--- config.mk ---
export PLATFORM = sky130hd
export DESIGN_NAME = nx_msg_router_flat
export DESIGN_NICKNAME = d
export VERILOG_FILES = /design/src/rtl/nx_msg_router_if.sv /design/src/rtl/nx_msg_router.sv /design/src/flat_wrapper.sv
export SDC_FILE = /design/constraint.sdc
export NUM_CORES = 1
export LEC_CHECK = 0
export BUFFER_PORTS_ARGS = -buffer_cell sky130_fd_sc_hd__buf_2
export CORE_MARGIN = 2
export CORE_UTILIZATION = 55
export CTS_CLUSTER_SIZE = 20
export DETAILED_ROUTE_END_ITERATION = 10
export HOLD_SLACK_MARGIN = 0.06
export PLACE_DENSITY = 0.85
export SYNTH_ARGS = -nofsm -noshare
export SYNTH_HDL_FRONTEND = slang
export SYNTH_SLANG_ARGS = --single-unit
--- constraint.sdc ---
create_clock -name clk_i -period 5.1 [get_ports clk_i]
set_input_delay 0.765 -clock clk_i [delete_from_list [all_inputs] [get_ports clk_i]]
set_output_delay 0.765 -clock clk_i [all_outputs]
set_load 0.05 [all_outputs]
--- src/rtl/nx_msg_router_if.sv ---
`default_nettype none
// ============================================================================
//  Module      : nx_msg_router_if
//  Description : Ingress, egress and local-command handshake bundle for
//                nx_msg_router.
//  Revision    : 1.0
// ============================================================================
interface nx_msg_router_if #(
    parameter int STREAM_WIDTH  = 32,
    parameter int COMMAND_WIDTH = 2,
    parameter int PAYLOAD_WIDTH = 21
);
    logic [STREAM_WIDTH-1:0]   msg_data_i;
    logic [1:0]                msg_dir_i;
    logic                      msg_valid_i;
    logic                      msg_ready_o;
    logic [4*STREAM_WIDTH-1:0] egr_data_o;
    logic [3:0]                egr_valid_o;
    logic [3:0]                egr_ready_i;
    logic [COMMAND_WIDTH-1:0]  lcl_command_o;
    logic [PAYLOAD_WIDTH-1:0]  lcl_payload_o;
    logic                      lcl_valid_o;
    logic                      lcl_ready_i;

    modport master (
        output msg_data_i, msg_dir_i, msg_valid_i, egr_ready_i, lcl_ready_i,
        input  msg_ready_o, egr_data_o, egr_valid_o, lcl_command_o, lcl_payload_o, lcl_valid_o
    );

    modport slave (
        input  msg_data_i, msg_dir_i, msg_valid_i, egr_ready_i, lcl_ready_i,
        output msg_ready_o, egr_data_o, egr_valid_o, lcl_command_o, lcl_payload_o, lcl_valid_o
    );
endinterface
`default_nettype wire

--- src/rtl/nx_msg_router.sv ---
`default_nettype none
// ============================================================================
//  Module      : nx_msg_router
//  Description : Mesh-node message router: ingress FIFO, head decode, forked
//                dispatch to local port and four egress directions.
//  Revision    : 1.0
// ============================================================================
module nx_msg_router #(
    parameter int STREAM_WIDTH   = 32,
    parameter int ADDR_ROW_WIDTH = 4,
    parameter int ADDR_COL_WIDTH = 4,
    parameter int COMMAND_WIDTH  = 2,
    parameter int FIFO_DEPTH     = 2,
    parameter int COUNT_WIDTH    = 16
) (
    input  wire logic                      clk_i,
    input  wire logic                      rst_i,
    input  wire logic [ADDR_ROW_WIDTH-1:0] node_row_i,
    input  wire logic [ADDR_COL_WIDTH-1:0] node_col_i,
    nx_msg_router_if.slave                 bus,
    output logic [COUNT_WIDTH-1:0]         rx_count_o,
    output logic [COUNT_WIDTH-1:0]         tx_count_o
);
    localparam int PAYLOAD_WIDTH = STREAM_WIDTH - 1 - ADDR_ROW_WIDTH - ADDR_COL_WIDTH - COMMAND_WIDTH;
    localparam int DECAY_WIDTH   = ADDR_ROW_WIDTH + ADDR_COL_WIDTH;
    localparam int ROW_LSB       = STREAM_WIDTH - 1 - ADDR_ROW_WIDTH;
    localparam int COL_LSB       = ROW_LSB - ADDR_COL_WIDTH;
    localparam int ENTRY_WIDTH   = STREAM_WIDTH + 2;
    localparam int PTR_WIDTH     = $clog2(FIFO_DEPTH);
    localparam int CNT_WIDTH     = $clog2(FIFO_DEPTH + 1);
    localparam int SUM_WIDTH     = COUNT_WIDTH + 3;
    localparam logic [COUNT_WIDTH-1:0] c_cnt_max = '1;

    typedef enum logic [0:0] {
        IDLE     = 1'b0,
        DISPATCH = 1'b1
    } state_t;

    // ------------------------------------------------------------ ingress FIFO
    logic [ENTRY_WIDTH-1:0] r_mem [FIFO_DEPTH];
    logic [PTR_WIDTH-1:0]   r_wr_ptr, r_rd_ptr;
    logic [CNT_WIDTH-1:0]   r_count, w_count_next;
    logic                   r_fresh;
    logic                   r_ready;
    logic [COUNT_WIDTH-1:0] r_rx_count, r_tx_count;
    logic                   w_push, w_avail, w_load;

    function automatic logic [PTR_WIDTH-1:0] f_next_ptr(input logic [PTR_WIDTH-1:0] p);
        return (p == PTR_WIDTH'(FIFO_DEPTH - 1)) ? '0 : p + PTR_WIDTH'(1);
    endfunction

    assign w_push = bus.msg_valid_i && r_ready;
    // The entry written at the previous edge is not yet poppable.
    assign w_avail = r_count > CNT_WIDTH'(r_fresh);

    always_comb begin
        w_count_next = r_count;
        if (w_push && !w_load)
            w_count_next = r_count + CNT_WIDTH'(1);
        else if (!w_push && w_load)
            w_count_next = r_count - CNT_WIDTH'(1);
    end

    always_ff @(posedge clk_i) begin
        if (!rst_i) begin
            r_wr_ptr   <= '0;
            r_rd_ptr   <= '0;
            r_count    <= '0;
            r_fresh    <= 1'b0;
            r_ready    <= 1'b0;
            r_rx_count <= '0;
        end else begin
            if (w_push) r_wr_ptr <= f_next_ptr(r_wr_ptr);
            if (w_load) r_rd_ptr <= f_next_ptr(r_rd_ptr);
            r_count <= w_count_next;
            r_fresh <= w_push;
            r_ready <= (w_count_next != CNT_WIDTH'(FIFO_DEPTH));
            if (w_push && (r_rx_count != c_cnt_max)) r_rx_count <= r_rx_count + COUNT_WIDTH'(1);
        end
    end

    always_ff @(posedge clk_i) begin
        if (w_push) r_mem[r_wr_ptr] <= {bus.msg_dir_i, bus.msg_data_i};
    end

    // ------------------------------------------------------------ head decode
    logic [ENTRY_WIDTH-1:0]    w_head;
    logic [STREAM_WIDTH-1:0]   w_msg, w_fwd;
    logic [1:0]                w_dir;
    logic [ADDR_ROW_WIDTH-1:0] w_row;
    logic [ADDR_COL_WIDTH-1:0] w_col;
    logic [DECAY_WIDTH-1:0]    w_decay;
    logic [4:0]                w_new_mask;

    assign w_head  = r_mem[r_rd_ptr];
    assign w_msg   = w_head[STREAM_WIDTH-1:0];
    assign w_dir   = w_head[ENTRY_WIDTH-1:STREAM_WIDTH];
    assign w_row   = w_msg[ROW_LSB +: ADDR_ROW_WIDTH];
    assign w_col   = w_msg[COL_LSB +: ADDR_COL_WIDTH];
    assign w_decay = w_msg[COL_LSB +: DECAY_WIDTH];

    always_comb begin
        w_new_mask = 5'b0;
        w_fwd      = w_msg;
        if (w_msg[STREAM_WIDTH-1]) begin
            w_new_mask[4] = 1'b1;
            if (w_decay != '0) begin
                case (w_dir)
                    2'd0:    w_new_mask[3:0] = 4'b1110;
                    2'd1:    w_new_mask[3:0] = 4'b1000;
                    2'd2:    w_new_mask[3:0] = 4'b1011;
                    default: w_new_mask[3:0] = 4'b0010;
                endcase
                w_fwd[COL_LSB +: DECAY_WIDTH] = w_decay - DECAY_WIDTH'(1);
            end
        end else if (w_row == node_row_i && w_col == node_col_i) begin
            w_new_mask = 5'b10000;
        end else if (w_row < node_row_i) begin
            w_new_mask = 5'b00001;
        end else if (w_row > node_row_i) begin
            w_new_mask = 5'b00100;
        end else if (w_col < node_col_i) begin
            w_new_mask = 5'b01000;
        end else begin
            w_new_mask = 5'b00010;
        end
    end

    // ------------------------------------------------------------ dispatch
    state_t                   r_state;
    logic [4:0]               r_mask;
    logic [STREAM_WIDTH-1:0]  r_fwd;
    logic [COMMAND_WIDTH-1:0] r_cmd;
    logic [PAYLOAD_WIDTH-1:0] r_payload;
    logic [4:0]               w_hs, w_mask_left;
    logic [2:0]               w_tx_inc;
    logic [SUM_WIDTH-1:0]     w_tx_sum;

    assign w_hs        = r_mask & {bus.lcl_ready_i, bus.egr_ready_i};
    assign w_mask_left = r_mask & ~w_hs;
    // A new head may load in the same cycle the last pending copy is taken.
    assign w_load      = w_avail && ((r_state == IDLE) || (w_mask_left == 5'b0));

    always_ff @(posedge clk_i) begin
        if (!rst_i) begin
            r_state   <= IDLE;
            r_mask    <= 5'b0;
            r_fwd     <= '0;
            r_cmd     <= '0;
            r_payload <= '0;
        end else if (w_load) begin
            r_state   <= (w_new_mask != 5'b0) ? DISPATCH : IDLE;
            r_mask    <= w_new_mask;
            r_fwd     <= w_fwd;
            r_cmd     <= w_msg[PAYLOAD_WIDTH +: COMMAND_WIDTH];
            r_payload <= w_msg[PAYLOAD_WIDTH-1:0];
        end else begin
            r_state   <= (w_mask_left != 5'b0) ? DISPATCH : IDLE;
            r_mask    <= w_mask_left;
        end
    end

    // ------------------------------------------------------------ tx counter
    assign w_tx_inc = 3'(w_hs[0]) + 3'(w_hs[1]) + 3'(w_hs[2]) + 3'(w_hs[3]);
    assign w_tx_sum = {3'b000, r_tx_count} + SUM_WIDTH'(w_tx_inc);

    always_ff @(posedge clk_i) begin
        if (!rst_i)
            r_tx_count <= '0;
        else if (w_tx_sum > SUM_WIDTH'(c_cnt_max))
            r_tx_count <= c_cnt_max;
        else
            r_tx_count <= w_tx_sum[COUNT_WIDTH-1:0];
    end

    // ------------------------------------------------------------ outputs
    for (genvar gi = 0; gi < 4; gi++) begin : g_egr
        assign bus.egr_data_o[gi*STREAM_WIDTH +: STREAM_WIDTH] = r_fwd;
    end

    assign bus.egr_valid_o   = r_mask[3:0];
    assign bus.lcl_valid_o   = r_mask[4];
    assign bus.lcl_command_o = r_cmd;
    assign bus.lcl_payload_o = r_payload;
    assign bus.msg_ready_o   = r_ready;
    assign rx_count_o        = r_rx_count;
    assign tx_count_o        = r_tx_count;
endmodule
`default_nettype wire

--- src/flat_wrapper.sv ---
// flat-port wrapper written by rule: the top's interface ports become plain ports
module nx_msg_router_flat 
#(
    parameter int STREAM_WIDTH   = 32,
    parameter int ADDR_ROW_WIDTH = 4,
    parameter int ADDR_COL_WIDTH = 4,
    parameter int COMMAND_WIDTH  = 2,
    parameter int FIFO_DEPTH     = 2,
    parameter int COUNT_WIDTH    = 16
)
  (clk_i, rst_i, node_row_i, node_col_i, rx_count_o, tx_count_o, bus_msg_data_i, bus_msg_dir_i, bus_msg_valid_i, bus_egr_ready_i, bus_lcl_ready_i, bus_msg_ready_o, bus_egr_data_o, bus_egr_valid_o, bus_lcl_command_o, bus_lcl_payload_o, bus_lcl_valid_o);
  nx_msg_router_if #(.STREAM_WIDTH(STREAM_WIDTH), .COMMAND_WIDTH(COMMAND_WIDTH), .PAYLOAD_WIDTH(((32) - 1 - (4) - (4) - (2)))) bus_i ();
  input  wire logic clk_i;
  input  wire logic rst_i;
  input  wire logic [ADDR_ROW_WIDTH-1:0] node_row_i;
  input  wire logic [ADDR_COL_WIDTH-1:0] node_col_i;
  output logic [COUNT_WIDTH-1:0] rx_count_o;
  output logic [COUNT_WIDTH-1:0] tx_count_o;
  input wire logic [$bits(bus_i.msg_data_i)-1:0] bus_msg_data_i;
  input wire logic [$bits(bus_i.msg_dir_i)-1:0] bus_msg_dir_i;
  input wire logic [$bits(bus_i.msg_valid_i)-1:0] bus_msg_valid_i;
  input wire logic [$bits(bus_i.egr_ready_i)-1:0] bus_egr_ready_i;
  input wire logic [$bits(bus_i.lcl_ready_i)-1:0] bus_lcl_ready_i;
  output wire logic [$bits(bus_i.msg_ready_o)-1:0] bus_msg_ready_o;
  output wire logic [$bits(bus_i.egr_data_o)-1:0] bus_egr_data_o;
  output wire logic [$bits(bus_i.egr_valid_o)-1:0] bus_egr_valid_o;
  output wire logic [$bits(bus_i.lcl_command_o)-1:0] bus_lcl_command_o;
  output wire logic [$bits(bus_i.lcl_payload_o)-1:0] bus_lcl_payload_o;
  output wire logic [$bits(bus_i.lcl_valid_o)-1:0] bus_lcl_valid_o;
  assign bus_i.msg_data_i = bus_msg_data_i;
  assign bus_i.msg_dir_i = bus_msg_dir_i;
  assign bus_i.msg_valid_i = bus_msg_valid_i;
  assign bus_i.egr_ready_i = bus_egr_ready_i;
  assign bus_i.lcl_ready_i = bus_lcl_ready_i;
  assign bus_msg_ready_o = bus_i.msg_ready_o;
  assign bus_egr_data_o = bus_i.egr_data_o;
  assign bus_egr_valid_o = bus_i.egr_valid_o;
  assign bus_lcl_command_o = bus_i.lcl_command_o;
  assign bus_lcl_payload_o = bus_i.lcl_payload_o;
  assign bus_lcl_valid_o = bus_i.lcl_valid_o;
  nx_msg_router #(.STREAM_WIDTH(STREAM_WIDTH), .ADDR_ROW_WIDTH(ADDR_ROW_WIDTH), .ADDR_COL_WIDTH(ADDR_COL_WIDTH), .COMMAND_WIDTH(COMMAND_WIDTH), .FIFO_DEPTH(FIFO_DEPTH), .COUNT_WIDTH(COUNT_WIDTH)) u_core (.clk_i(clk_i), .rst_i(rst_i), .node_row_i(node_row_i), .node_col_i(node_col_i), .bus(bus_i), .rx_count_o(rx_count_o), .tx_count_o(tx_count_o));
endmodule
### Word level (Yosys, flattened, before mapping)

Memories as Yosys holds them, arrays and structs flattened. A register that Yosys moved wholly into a read port is not among the register bits.
Cells that the tools add are included.

| storage, ports and cells | value |
|---|---|
| memory bits (writable) | 68 |
| output and inout port bits | 189 |
| bits in read-only memories | 0 |
| latch bits | 0 |
| memories kept | 1 |
| register bits after elaboration | 99 |
| logic and storage cells | 74 |
| input bits | 50 |

| operators by class | value |
|---|---|
| order comparisons | 5 |
| add/sub/neg operators | 10 |
| reductions and logical operators | 14 |
| multiplexer cells | 22 |
| bitwise logic cells | 4 |
| equality and inequality tests | 6 |
| multiply operators | 0 |
| divide/modulo/power cells | 0 |
| shifts and indexed selects | 0 |

Memory list:

| name | words | width | read ports | clocked after Yosys merged registers in | wr ports | RTL line | text |
|---|---|---|---|---|---|---|---|
| u_core.r_mem | 2 | 34 | 1 | 1 | 1 | nx_msg_router.sv:40 | `logic [ENTRY_WIDTH-1:0] r_mem [FIFO_DEPTH];` |

Operators with widths:

| cell | count |
|---|---|
| $mux 5 | 5 |
| $gt 19x16->1 const B | 1 |
| $add 16x3->17 | 1 |
| $add 16x1->16 const B | 1 |
| $mux 16 | 1 |
| $mux 8 | 2 |
| $ne 16x16->1 const B | 1 |
| $pmux 4 s3 | 1 |
| $and 5x5->5 | 2 |
| $reduce_bool 5->1 | 2 |
| $mux 1 | 9 |
| $eq 4x4->1 | 2 |
| $lt 4x4->1 | 2 |
| $mux 4 | 2 |
| $reduce_bool 8->1 | 1 |
| $sub 8x1->8 const B | 1 |
| $add 3x1->3 | 2 |
| $logic_and 1x1->1 | 6 |
| $logic_not 5->1 | 1 |
| $not 5->5 | 1 |
| $gt 4x4->1 | 1 |
| $mux 2 | 2 |
| $add 1x1->1 const B | 2 |
| $add 1x1->2 | 1 |
| 10 further kinds | 11 |

### Logic depth before layout (Yosys ltp)

| logic depth | value |
|---|---|
| depth after elaboration | 10 |
| depth in mapped cells | 14 |
| gate-level depth less buffers | 13 |

### Worst setup path after synthesis

OpenSTA, ideal clock, no wires.

| timing | value |
|---|---|
| kind | input port to flip-flop |
| start point | in bus_egr_ready_i[0] |
| end point | reg u_core.r_tx_count[6], in the netlist u_core.tx_count_o[6] |
| library setup time | 0.071 ns |
| path buffers | 1 |
| slack | 1.591 ns |
| arrival time | 3.438 ns |
| required time | 5.029 ns |
| stages | 14 |
| path through | and2_1 -> ha_1 -> inv_1 -> fa_1 -> inv_1 -> ha_1 -> inv_1 -> fa_1 -> nand2b_1 -> a211oi_2 -> and4_1 -> nand2b_1 -> clkbuf_1 -> a21oi_1 |

| on the way | value |
|---|---|
| cells in the longest elaborated chain, start to end | 7 |

RTL lines:

| item | RTL line | text |
|---|---|---|
| start: declaration | flat_wrapper.sv:22 | `input wire logic [$bits(bus_i.egr_ready_i)-1:0] bus_egr_ready_i;` |
| $and 5x5->5 * | nx_msg_router.sv:139 | `assign w_hs = r_mask & {bus.lcl_ready_i, bus.egr_ready_i};` |
| $add 1x1->2 * | nx_msg_router.sv:164 | `assign w_tx_inc = 3'(w_hs[0]) + 3'(w_hs[1]) + 3'(w_hs[2]) + 3'(w_hs[3]);` |
| $add 3x1->3 * (2 in a row) | nx_msg_router.sv:164 |  |
| $add 16x3->17 * | nx_msg_router.sv:165 | `assign w_tx_sum = {3'b000, r_tx_count} + SUM_WIDTH'(w_tx_inc);` |
| $gt 19x16->1 | nx_msg_router.sv:170 | `else if (w_tx_sum > SUM_WIDTH'(c_cnt_max))` |
| $mux 16 * | nx_msg_router.sv:170 |  |
| end signal: assignment | nx_msg_router.sv:171 | `r_tx_count <= c_cnt_max;` |
| end signal: assignment | nx_msg_router.sv:173 | `r_tx_count <= w_tx_sum[COUNT_WIDTH-1:0];` |
| end: declaration | nx_msg_router.sv:45 | `logic [COUNT_WIDTH-1:0] r_rx_count, r_tx_count;` |

Mark *: on every way between the ends. The rest lies on a longest branch, timed or not.
A chain may end at the register's enable or synchronous reset.

### Worst setup path after layout

| timing | value |
|---|---|
| start point | in bus_egr_ready_i[0] |
| end point | reg u_core.r_tx_count[14], in the netlist u_core.tx_count_o[14] |

Same word-level chain as after synthesis.

==> summary by stage <==
Clock tree
The number of H-tree branching levels is 4. Clock-pin slew was measured on the worst setup and hold paths at 0.06 ns. Counting every sink on the clock net gives around 150.

The post-CTS setup buffer count is 0. In this run, post-CTS hold repair placed 0 buffers. The insertion delay of the later-clocked pin in the worst-skew pair is between 0.4 and 0.5 ns. The maximum buffer depth of the clock tree is 2. The number of buffers added by the clock tree synthesis step is 17. The root buffer cell is clkbuf_16. The count of instances resized after the clock tree is built is 0. The TritonCTS clock tree is built.

Worst setup path
The reg2reg setup slack is 1.77 ns. The critical path is of the in -> reg type. The largest driver fanout on the critical path is 15. In this run the critical register-to-register path is launched from u_core.r_mask[0]$_SDFF_PN0_. The startpoint kind of the worst setup timing path is an input pin. In this run the worst setup path begins at bus_egr_ready_i[0]. The critical path endpoint category is a flop. The reg-to-reg critical path endpoint is u_core.tx_count_o[14]$_SDFF_PN0_. The required time of the worst setup path is approximately 5.4 ns. STA puts the critical path data arrival time at between 3 and 4 ns. The critical path capture point is u_core.tx_count_o[14]$_SDFF_PN0_. For the worst flop-to-flop path, the logic depth is 13.

Routing
The number of vias per cell is 5.131. The DRC violation count after routing is 0. Summed over all layers, the routed wires come to approximately 14 mm. The number of detailed-routing iterations run before antenna repair is 4. Once detail routing completed, the nets flagged for antenna violations numbered 0. The starting DRC count in detailed routing is 240.

The via count of the routed design is slightly above 5000. Dividing the detail-routed wire length by the instance count gives roughly 15 µm.

Global routing
The global-route wire length before repair is 22.96 mm. The total global routing overflow is 0. The initial antenna violation count is 1. The via count of the first global-routing pass came to 4644. In the global route stage, overall resource usage came out at between 20% and 30%. Entering global routing, the biggest net connects 66 pins.

Worst hold path
The tightest min-delay check is of the reg -> reg type. The startpoint identified for the worst hold timing path is u_core.r_fwd[28]$_SDFFE_PN0P_.

Finish
The signed area change from the synthesized netlist to the final layout is 14.98%. The number of filler instances in the final layout is 1000. The proportion of layout cells with a drive suffix above 1 is about a third. The number of nets in the final layout is 864.

Die
The number of top-level pins is between 200 and 250. The horizontal die dimension is about 120 µm. The floorplan die area is 13860 µm².

Once the floorplan was initialized, standard cells occupied between 50% and 60% of the core. The initialized floorplan defines 41 standard-cell rows. In this run the standard cell core region covers roughly 13000 µm². The die boundary height is about 120 µm.

Yosys
By area the synthesized netlist is led by edfxtp_1, dfxtp_1, buf_4. The Yosys step of the flow raised 0 warnings. Counting instances in the post-synthesis netlist gives the leading cell types as buf_4, dfxtp_1, edfxtp_1, nor2_1, a21oi_1. The netlist uses between 40 and 50 different library cells.

The share of Yosys cell area claimed by the top area cell type is 28.70%. The number of flops mapped to enable cells by yosys is between 60 and 70. In the synthesized netlist the async set-or-reset flop fraction comes to 0%. In the synthesized netlist the dominant register cell turns out to be dfxtp_1. Counting flops and latches in the post-synthesis netlist gives around 150. Synthesis produced 679 cells. The cell area after synthesis is just over 7000 µm². Dividing the synthesized area by the synthesized cell count gives roughly 10 µm².

The most frequent cell after synthesis is buf_4. The biggest area consumer among synthesized cells is edfxtp_1. The net count after synthesis is about 750.

The portion of the post-synthesis area used by sequential elements is about half.

STA
The worst clock skew on the final layout is roughly 0.007 ns. The total count of hold-check failures in the final report is 0. The final max-slew violation count is 0. The routed design could run at a clock period as short as 3.476 ns. The tightest slew margin relative to the limit is roughly 22%. Of the available clock period, the critical path in the final layout requires 68.16%.

For the pin with the worst max-slew slack, the measured transition is 1.163 ns. Derived from the worst setup path, the maximum achievable clock frequency is about 290 MHz. The sum of negative setup slack is 0 ns.

The final-report setup violation count is 0. Setup repair after global routing left no endpoint under its margin.

Power and ir drop
The overall power of the completed layout is between 0.005 and 0.006 W. The maximum VDD drop is 400.1 µV. Summed over all cells, the static leakage comes to 3.628 nW. For this design the ratio of total power to cell area is between 700 and 800 nW/µm².

Placement
In this run the tool buffered the top-level ports with roughly 240 buffer cells. The congestion estimate from routability-driven global placement came to about 0.87. After legalization and detailed placement, the total HPWL measured a little over 10 mm.

Status
The run finished with clean final reports.

Run
The number of max-cap violations is 0.
## worst min-delay path by stage
stage	to	slack, ns	cells past startpoint
after floorplan	flop	0.48	2
after global placement	u_core.r_fwd[28]$_SDFFE_PN0P_	0.48	2
after detailed placement	u_core.r_fwd[28]$_SDFFE_PN0P_	0.49	2
after CTS	u_core.r_fwd[28]$_SDFFE_PN0P_	0.50	2
after global routing	u_core.r_mem[0][21]$_DFFE_PP_	0.51	1
final	u_core.r_fwd[28]$_SDFFE_PN0P_	0.49	2
## metrics by stage
step	hold slack [ns]	area (µm²)	std cells	setup WS [ns]	util, %
4_1_cts	0.4978	8179	980	1.611	64.81
2_1_floorplan	0.4813	7116	679	1.591	-
3_3_place_gp	0.4827	7537	948	1.262	59.73
6_report	0.4889	8182	981	1.624	64.83
5_1_grt	0.5091	8179	980	1.398	64.81
3_5_place_dp	0.4907	7537	948	1.179	59.73
## where the power goes
group / switching (W) / internal [W] / total [W]
Sequential: 0.000200 / 0.00142 / 0.00162
Combinational: 0.00242 / 0.000649 / 0.00307
Clock: 0.000466 / 0.000842 / 0.00131
## layout by cell type (no fill, tap or decap), drive strengths merged, types with 10 or more instances in the layout
cell type / Yosys / final
nand4: 15 / 15
dfxtp: 77 / 77
mux2i: 32 / 32
nor3: 12 / 12
a21oi: 37 / 37
xor2: 17 / 17
buf: 132 / 240
nand3: 23 / 23
o21ai: 10 / 10
nor2: 57 / 57
a211oi: 27 / 27
edfxtp: 68 / 68
nand2: 33 / 33
ha: 17 / 17
xnor2: 15 / 15
clkbuf: 11 / 21
inv: 24 / 26
## metal layers
layer  part of all wire (%)  vias up  GRT usage, %
met1                     42     2359         24.98
li1                       -     2515             -
met5                      0        -             0
met4                    1.6        0         8.961
met2                     51      144         35.43
met3                    5.3       16         5.862
## logic make-up (layout without fill, tap and decap cells)
family | count (synthesis) | after routing | share of synthesized area [%]
fa+ha+maj | 19 | 19 | 3.552
xor+xnor | 32 | 32 | 3.939
flops | 145 | 145 | 50.36
other cells | 0 | 1 | 0
mux | 36 | 36 | 5.135
simple gates | 183 | 183 | 12.85
buf+inv | 168 | 297 | 15.53
compound gates | 96 | 96 | 8.634
## final cells by class
class / instances / area (µm²) / share of cell area (%)
flip-flops and latches: 145 / 3585 / 43.81
multi-input cells: 366 / 2437 / 29.79
repair buffers: 240 / 1206 / 14.74
clock buffers: 21 / 493.0 / 6.025
well taps: 172 / 215.2 / 2.630
clock inverters: 11 / 148.9 / 1.820
inverters: 25 / 93.84 / 1.147
diodes: 1 / 2.502 / 0.03059
## worst max-delay path, stage by stage
cell	delay, ns
buf_2	0.10
and2_1	0.15
ha_1	0.28
inv_1	0.08
fa_1	0.42
inv_1	0.08
ha_1	0.15
inv_1	0.05
fa_1	0.38
nand2b_1	0.19
a211oi_2	0.33
and4_1	0.27
nand2b_1	0.33
a21oi_1	0.25
## registers in the layout (all words and copies together) (netlist names), named ones only
name	count
u_core.rx_count_o	16
u_core.bus.lcl_command_o	1
u_core.bus.lcl_payload_o	20
u_core.tx_count_o	16
u_core.r_count	2
u_core.r_mask	5
u_core.r_rd_ptr	1
u_core.bus.msg_ready_o	1
u_core.r_fwd	11
u_core.r_state	1
u_core.r_wr_ptr	1
u_core.r_mem	68
u_core.r_fresh	1
(Power assumes the default switching activity.)
